==> config.mk <==
export PLATFORM = sky130hd
export DESIGN_NAME = id_ex_stage
export DESIGN_NICKNAME = d
export VERILOG_FILES = /design/src/rtl/riscv_pkg.sv /design/src/rtl/forward_unit.sv /design/src/rtl/id_ex_stage.sv
export SDC_FILE = /design/constraint.sdc
export NUM_CORES = 1
export LEC_CHECK = 0
export CAP_MARGIN = 15
export CELL_PAD_IN_SITES_DETAIL_PLACEMENT = 0
export CELL_PAD_IN_SITES_GLOBAL_PLACEMENT = 2
export CORE_UTILIZATION = 27
export DETAILED_ROUTE_END_ITERATION = 8
export PLACE_DENSITY = 0.88
export SLEW_MARGIN = 20
export SYNTH_ARGS = -nofsm -noshare
export SYNTH_HDL_FRONTEND = slang
export SYNTH_SLANG_ARGS = --single-unit
==> constraint.sdc <==
create_clock -name clk -period 5.6 [get_ports clk]
set_input_delay 1.12 -clock clk [delete_from_list [all_inputs] [get_ports clk]]
set_output_delay 1.12 -clock clk [all_outputs]
set_load 0.005 [all_outputs]
==> src/rtl/riscv_pkg.sv <==
// riscv_pkg: register-index type, ALU op encodings and the ID/EX register layout
// shared by the ID/EX pipeline slice.
package riscv_pkg;

    typedef logic [4:0] reg_idx_t;

    localparam reg_idx_t REG_X0  = 5'd0;
    localparam int       NUM_SRC = 2;

    typedef enum logic [2:0] {
        ALU_ADD = 3'b000,
        ALU_SUB = 3'b001,
        ALU_AND = 3'b010,
        ALU_OR  = 3'b011,
        ALU_XOR = 3'b100,
        ALU_SLL = 3'b101,
        ALU_SR  = 3'b110,
        ALU_SLT = 3'b111
    } alu_op_e;

    typedef struct packed {
        logic        valid;
        reg_idx_t    rs1;
        reg_idx_t    rs2;
        reg_idx_t    rd;
        logic [31:0] rs1_data;
        logic [31:0] rs2_data;
        logic [31:0] imm;
        logic [31:0] pc;
        logic        src_a_pc;
        logic        src_b_imm;
        alu_op_e     alu_ctrl;
        logic        funct7_bit;
        logic        funct3_bit0;
        logic        reg_write;
        logic        mem_read;
        logic        mem_write;
    } id_ex_t;

    // True when a used source reads a non-x0 register that rd is about to write.
    function automatic logic reg_dep(input logic use_rs, input reg_idx_t rs, input reg_idx_t rd);
        return use_rs && (rs != REG_X0) && (rs == rd);
    endfunction

endpackage

==> src/rtl/forward_unit.sv <==
// forward_unit: selects the freshest value for one EX source register.
// MEM-stage result beats WB-stage result; x0 is never bypassed.
module forward_unit
    import riscv_pkg::*;
(
    input  logic [4:0]  rs,
    input  logic [31:0] rf_data,
    input  logic        mem_reg_write,
    input  logic [4:0]  mem_rd,
    input  logic [31:0] mem_result,
    input  logic        wb_reg_write,
    input  logic [4:0]  wb_rd,
    input  logic [31:0] wb_result,
    output logic [31:0] fwd_data
);

    always_comb begin
        fwd_data = rf_data;
        if (mem_reg_write && (mem_rd == rs) && (rs != REG_X0)) begin
            fwd_data = mem_result;
        end else if (wb_reg_write && (wb_rd == rs) && (rs != REG_X0)) begin
            fwd_data = wb_result;
        end
    end

endmodule

==> src/rtl/id_ex_stage.sv <==
// id_ex_stage: ID/EX pipeline register with hazard bubbles and operand selection.
// Define FORWARDING_EN for MEM/WB bypassing; without it every in-flight writer stalls decode.
module id_ex_stage
    import riscv_pkg::*;
(
    input  logic        clk,
    input  logic        rst,
    input  logic        dec_valid,
    input  logic [4:0]  dec_rs1,
    input  logic [4:0]  dec_rs2,
    input  logic [4:0]  dec_rd,
    input  logic        dec_use_rs1,
    input  logic        dec_use_rs2,
    input  logic [31:0] dec_rs1_data,
    input  logic [31:0] dec_rs2_data,
    input  logic [31:0] dec_imm,
    input  logic [31:0] dec_pc,
    input  logic        dec_src_a_pc,
    input  logic        dec_src_b_imm,
    input  logic [2:0]  dec_alu_ctrl,
    input  logic        dec_funct7_bit,
    input  logic        dec_funct3_bit0,
    input  logic        dec_reg_write,
    input  logic        dec_mem_read,
    input  logic        dec_mem_write,
    input  logic        mem_reg_write,
    input  logic [4:0]  mem_rd,
    input  logic [31:0] mem_result,
    input  logic        wb_reg_write,
    input  logic [4:0]  wb_rd,
    input  logic [31:0] wb_result,
    input  logic        ex_stall,
    input  logic        ex_flush,
    output logic        dec_ready,
    output logic        ex_valid,
    output logic [31:0] ex_src_a,
    output logic [31:0] ex_src_b,
    output logic [31:0] ex_store_data,
    output logic [31:0] ex_pc,
    output logic [2:0]  ex_alu_ctrl,
    output logic        ex_funct7_bit,
    output logic        ex_funct3_bit0,
    output logic [4:0]  ex_rd,
    output logic        ex_reg_write,
    output logic        ex_mem_read,
    output logic        ex_mem_write,
    output logic [31:0] stall_cnt
);

    id_ex_t      ex_reg, ex_next, dec_fields;
    logic [31:0] stall_cnt_reg, stall_cnt_next;
    logic        load_use, hazard;

    // A load in EX cannot supply its data to the very next instruction.
    assign load_use = ex_reg.valid && ex_reg.mem_read &&
                      (reg_dep(dec_use_rs1, dec_rs1, ex_reg.rd) ||
                       reg_dep(dec_use_rs2, dec_rs2, ex_reg.rd));

`ifdef FORWARDING_EN
    localparam logic FWD_EN = 1'b1;

    assign hazard = dec_valid && load_use;
`else
    localparam logic FWD_EN = 1'b0;

    logic ex_dep, mem_dep, wb_dep;

    assign ex_dep  = ex_reg.valid && ex_reg.reg_write &&
                     (reg_dep(dec_use_rs1, dec_rs1, ex_reg.rd) || reg_dep(dec_use_rs2, dec_rs2, ex_reg.rd));
    assign mem_dep = mem_reg_write &&
                     (reg_dep(dec_use_rs1, dec_rs1, mem_rd) || reg_dep(dec_use_rs2, dec_rs2, mem_rd));
    assign wb_dep  = wb_reg_write &&
                     (reg_dep(dec_use_rs1, dec_rs1, wb_rd) || reg_dep(dec_use_rs2, dec_rs2, wb_rd));
    assign hazard  = dec_valid && (load_use || ex_dep || mem_dep || wb_dep);
`endif

    always_comb begin
        dec_fields             = '0;
        dec_fields.valid       = dec_valid;
        dec_fields.rs1         = dec_rs1;
        dec_fields.rs2         = dec_rs2;
        dec_fields.rd          = dec_rd;
        dec_fields.rs1_data    = dec_rs1_data;
        dec_fields.rs2_data    = dec_rs2_data;
        dec_fields.imm         = dec_imm;
        dec_fields.pc          = dec_pc;
        dec_fields.src_a_pc    = dec_src_a_pc;
        dec_fields.src_b_imm   = dec_src_b_imm;
        dec_fields.alu_ctrl    = alu_op_e'(dec_alu_ctrl);
        dec_fields.funct7_bit  = dec_funct7_bit;
        dec_fields.funct3_bit0 = dec_funct3_bit0;
        dec_fields.reg_write   = dec_valid & dec_reg_write;
        dec_fields.mem_read    = dec_valid & dec_mem_read;
        dec_fields.mem_write   = dec_valid & dec_mem_write;
    end

    // Flush beats stall beats hazard; a bubble only clears valid and the side-effect controls.
    always_comb begin
        ex_next        = ex_reg;
        stall_cnt_next = stall_cnt_reg;
        dec_ready      = 1'b0;
        if (rst) begin
            dec_ready = 1'b0;
        end else if (ex_flush) begin
            ex_next.valid     = 1'b0;
            ex_next.reg_write = 1'b0;
            ex_next.mem_read  = 1'b0;
            ex_next.mem_write = 1'b0;
            dec_ready         = 1'b1;
        end else if (ex_stall) begin
            dec_ready = 1'b0;
        end else if (hazard) begin
            ex_next.valid     = 1'b0;
            ex_next.reg_write = 1'b0;
            ex_next.mem_read  = 1'b0;
            ex_next.mem_write = 1'b0;
            stall_cnt_next    = stall_cnt_reg + 32'd1;
        end else begin
            ex_next   = dec_fields;
            dec_ready = 1'b1;
        end
    end

    always_ff @(posedge clk) begin
        if (rst) begin
            ex_reg        <= '0;
            stall_cnt_reg <= '0;
        end else begin
            ex_reg        <= ex_next;
            stall_cnt_reg <= stall_cnt_next;
        end
    end

    logic [4:0]  fwd_idx  [NUM_SRC];
    logic [31:0] fwd_rf   [NUM_SRC];
    logic [31:0] fwd_data [NUM_SRC];

    assign fwd_idx[0] = ex_reg.rs1;
    assign fwd_idx[1] = ex_reg.rs2;
    assign fwd_rf[0]  = ex_reg.rs1_data;
    assign fwd_rf[1]  = ex_reg.rs2_data;

    genvar gi;
    generate
        for (gi = 0; gi < NUM_SRC; gi++) begin : g_fwd
            forward_unit u_forward_unit (
                .rs            (fwd_idx[gi]),
                .rf_data       (fwd_rf[gi]),
                .mem_reg_write (mem_reg_write & FWD_EN),
                .mem_rd        (mem_rd),
                .mem_result    (mem_result),
                .wb_reg_write  (wb_reg_write & FWD_EN),
                .wb_rd         (wb_rd),
                .wb_result     (wb_result),
                .fwd_data      (fwd_data[gi])
            );
        end
    endgenerate

    assign ex_valid       = ex_reg.valid;
    assign ex_src_a       = ex_reg.src_a_pc  ? ex_reg.pc  : fwd_data[0];
    assign ex_src_b       = ex_reg.src_b_imm ? ex_reg.imm : fwd_data[1];
    assign ex_store_data  = fwd_data[1];
    assign ex_pc          = ex_reg.pc;
    assign ex_alu_ctrl    = ex_reg.alu_ctrl;
    assign ex_funct7_bit  = ex_reg.funct7_bit;
    assign ex_funct3_bit0 = ex_reg.funct3_bit0;
    assign ex_rd          = ex_reg.rd;
    assign ex_reg_write   = ex_reg.reg_write;
    assign ex_mem_read    = ex_reg.mem_read;
    assign ex_mem_write   = ex_reg.mem_write;
    assign stall_cnt      = stall_cnt_reg;

endmodule

==> metrics.md <==
| Metric | Value |
|---|---|
| HP Start | `ex_mem_write` |
| Combinational cell fraction of total power | `16.7%` |
| Count of synthesis-stage warnings from yosys | `0` |
| Buffer cell driving the clock tree root | `sky130_fd_sc_hd__clkbuf_16` |
| Fraction of registers with async set or reset after synthesis | `0%` |
| Area after detailed placement | `13300 µm²` |
| Clk network pwr share | `39.5%` |
| Post-cts sizing count | `0` |
| Clock sink count | `176` |
| Number of diodes | `0` |
| Number of synthesized register bits | `176` |
| Ordered cell list for the critical path | `clkdlybuf4s50_1 > or4_1 > o21ai_1 > nor4_1 > o211ai_2 > a41oi_1 > nor2_1 > clkdlybuf4s50_1` |
| Die Wd | `196 µm` |
| RSZ-0062 raised after global routing | `no` |
| Post-route standard cell area excluding fillers | `13900 µm²` |
| Remaining antenna violation count | `0` |
| Total power of the final layout | `3.07 mW` |
| Dpl cells | `1748` |
| Top cell type by total area after synthesis | `sky130_fd_sc_hd__dfxtp_1` |
| Postcts setup bufs | `0` |
| Time the worst path needs with I/O delays and setup | `4.79 ns` |
| Cell depth of the worst hold path | `2` |
| Largest fanout of any net on the critical path | `4` |
| Max stage delay cell, worst path | `sky130_fd_sc_hd__clkdlybuf4s50_1` |
| Hold Buf Count CTS | `0` |
| Kind of start point of the critical path | `input port` |
| Layout cells sized above 1 | `8.77%` |
| Final Max Slew Viols | `0` |
| Fill cells | `3728` |
| Worst IR drop on VDD | `175 µV` |
| Clock insertion delay at the later pin of the skew report | `0.44 ns` |
| Synthesized instance count | `1069` |
| Power Internal | `2.31 mW` |
| Hold EP | `ex_mem_write` |
| Length of routed met3 wiring | `1760 µm` |
| Cell repeated most along the worst path | `sky130_fd_sc_hd__clkdlybuf4s50_1` |
| Count of cell types in the netlist | `33` |
| Wire length of the first global-routing pass | `44200 µm` |
| Worst path arrival time | `3.67 ns` |
| Routed WL | `28100 µm` |
| CTS Buffer Depth | `2` |
| Sequential cell area fraction in the yosys report | `34.8%` |
| Highest layer used for signal routing | `met4` |
| Average wire per cell in the routed design | `15.8 µm` |
| Required @ worst endpoint | `4.48 ns` |
| Total routing usage reported by global routing | `14.7%` |
| Relative slew slack | `35.1%` |
| CTS tree | `built` |
| Metal2 WL | `13000 µm` |
| Weighted congestion at the end of routability-driven global placement | `0.805` |
| Commonest cells post-synth | `sky130_fd_sc_hd__nand2b_1, sky130_fd_sc_hd__dfxtp_1, sky130_fd_sc_hd__mux2i_1, sky130_fd_sc_hd__buf_4, sky130_fd_sc_hd__mux2_2` |
| Power per unit of standard cell area | `221 nW/µm²` |
| Met1 wire length | `12600 µm` |
| Total gr overflow | `0` |
| Starting DRC count in detailed routing | `347` |
| Total number of placement rows | `70` |
| Die Ht | `196 µm` |
| Clock slew seen by the registers of the worst setup and hold paths | `0.06 ns` |
| Core utilization of the finished layout | `37.9%` |
| Cell with the most instances after synthesis | `sky130_fd_sc_hd__nand2b_1` |
| Vias per cell | `4.47` |
| Multi-input logic area | `5630 µm²` |
| HP Class | `flop to flop` |
| 1st-pass router iterations | `4` |
| Final HPWL DP | `20100 µm` |
| Standard cell core area | `36800 µm²` |
| Part of the power in registers | `43.8%` |
| Fin Setup TNS | `0 ns` |
| Final instance count without filler cells | `1780` |
| Port Buf Inserts | `346` |
| Fmax achieved | `209 MHz` |
| Result of the run | `complete, no violations` |
| Antenna violations before repair | `0` |
| Worst Clk Skew | `0.0111 ns` |
| Number of maximum-capacitance violations | `0` |
| Flip-flop count of the largest register after layout | `98` |
| Die outline area | `38300 µm²` |
| Syn Area/Cell | `9.47 µm²` |
| Fin crit share | `85.6%` |
| Synthesized net count | `1306` |
| Setup Slack @ Placement | `0.813 ns` |
| Least-Margin Pin Slew | `0.973 ns` |
| Type of the worst setup path | `input port to output port` |
| Power dissipated by switching net loads | `0.764 mW` |
| Starting utilization of the core area | `27.5%` |
| Reg2reg start | `ex_rd[3]` |
| Pin count of the biggest net entering global routing | `155` |
| Final hold violation count | `0` |
| Destination of the worst register-to-register timing path | `ex_reg[127]` |
| Number of buffers added by the clock tree synthesis step | `17` |
| Largest incremental delay on the critical path | `0.58 ns` |
| Post-synthesis to final-layout area growth | `37.6%` |
| Number of design rule violations left after detail routing | `0` |
| Post-Syn Area | `10100 µm²` |
| Final worst setup slack | `0.809 ns` |
| Setup slack on the worst flop-to-flop path | `2.93 ns` |
| Number of cells on the worst reg-to-reg path | `7` |
| Register cell area after layout | `3520 µm²` |
| Net Sw Frac | `24.9%` |
| Number of flops mapped to enable cells by yosys | `0` |
| Element type at the critical path end | `output port` |
| Total setup violations reported at the end of the flow | `0` |
| Synth area leaders | `sky130_fd_sc_hd__dfxtp_1, sky130_fd_sc_hd__nand2b_1, sky130_fd_sc_hd__mux2i_1` |
| Most used flip-flop cell after synthesis | `sky130_fd_sc_hd__dfxtp_1` |
| Via count of the first global-routing pass | `8152` |
| H-tree levels | `4` |
| Detailed-route via count | `7961` |
| Number of placed I/O pins | `411` |
| Final nets | `1536` |
| Hold slack | `0.468 ns` |
| Leakage power total | `5.07 nW` |
| Synth top area share | `34.8%` |
[kinds of logic after synthesis]
kind of cell	Yosys count	synth area share, %
adders and majority gates	1	0.124
xor gates and xnor gates	30	2.60
DFF	176	34.8
and+or+nand+nor	433	25.4
AOI/OAI and AO/OA	44	2.93
muxes	236	24.5
buffers and inverters	149	9.60
[placed cells by master (no fill, tap or decap), types with 5 or more instances in the layout]
| master | Yosys | layout |
|---|---|---|
| sky130_fd_sc_hd__xnor2_1 | 18 | 18 |
| sky130_fd_sc_hd__and3_1 | 10 | 10 |
| sky130_fd_sc_hd__clkbuf_16 | 0 | 17 |
| sky130_fd_sc_hd__mux2_2 | 65 | 65 |
| sky130_fd_sc_hd__a311oi_1 | 5 | 5 |
| sky130_fd_sc_hd__nand3_1 | 15 | 15 |
| sky130_fd_sc_hd__nand4_1 | 17 | 17 |
| sky130_fd_sc_hd__and2_1 | 6 | 6 |
| sky130_fd_sc_hd__buf_4 | 77 | 9 |
| sky130_fd_sc_hd__dfxtp_1 | 176 | 175 |
| sky130_fd_sc_hd__and4_1 | 7 | 6 |
| sky130_fd_sc_hd__clkdlybuf4s50_1 | 0 | 345 |
| sky130_fd_sc_hd__nor4_1 | 6 | 6 |
| sky130_fd_sc_hd__nand2_1 | 18 | 18 |
| sky130_fd_sc_hd__mux2i_1 | 141 | 141 |
| sky130_fd_sc_hd__nor2_1 | 35 | 35 |
| sky130_fd_sc_hd__nor2b_1 | 32 | 32 |
| sky130_fd_sc_hd__nand2b_1 | 282 | 282 |
| sky130_fd_sc_hd__a31oi_1 | 26 | 26 |
| sky130_fd_sc_hd__mux2_1 | 30 | 30 |
| sky130_fd_sc_hd__xor2_1 | 12 | 12 |
[power by group through the flow]
stage	sequential, mW	clock [mW]	combinational (mW)
final	1.35	1.21	0.513
after global routing	1.35	1.31	0.555
after CTS	1.35	1.27	0.522
after detailed placement	1.38	0	0.518
after global placement	1.37	0	0.515
after floorplan	1.36	0	0.283
[worst max-delay path: cells and delay by family]
family / cells / cell delay, ns
buf+inv: 2 / 1.10
simple gates: 3 / 0.87
compound gates: 3 / 0.59
[worst max path at each step]
stage / to / depth (start not counted) / start
floorplan: dec_ready / 7 / dec_rs1[1]
global placement: dec_ready / 8 / dec_rs1[1]
detailed placement: dec_ready / 8 / dec_rs1[1]
CTS: dec_ready / 8 / dec_rs1[1]
global route: dec_ready / 8 / dec_rs2[2]
finish: dec_ready / 8 / dec_rs1[1]
[per-layer routing]
metal	track usage, %	vias to the layer above
li1	-	3981
met1	17.9	3716
met2	24.3	234
met3	3.94	30
met4	6.01	0
met5	0	-
[layout make-up]
type / count / share of cell area (%)
clock buffer: 20 / 3.21
clock inverter: 12 / 0.943
inverter: 1 / 0.0270
multi-input combinational: 744 / 40.4
sequential: 176 / 25.3
tap: 468 / 4.20
timing repair buffer: 359 / 25.9
(Power assumes the default switching activity.)
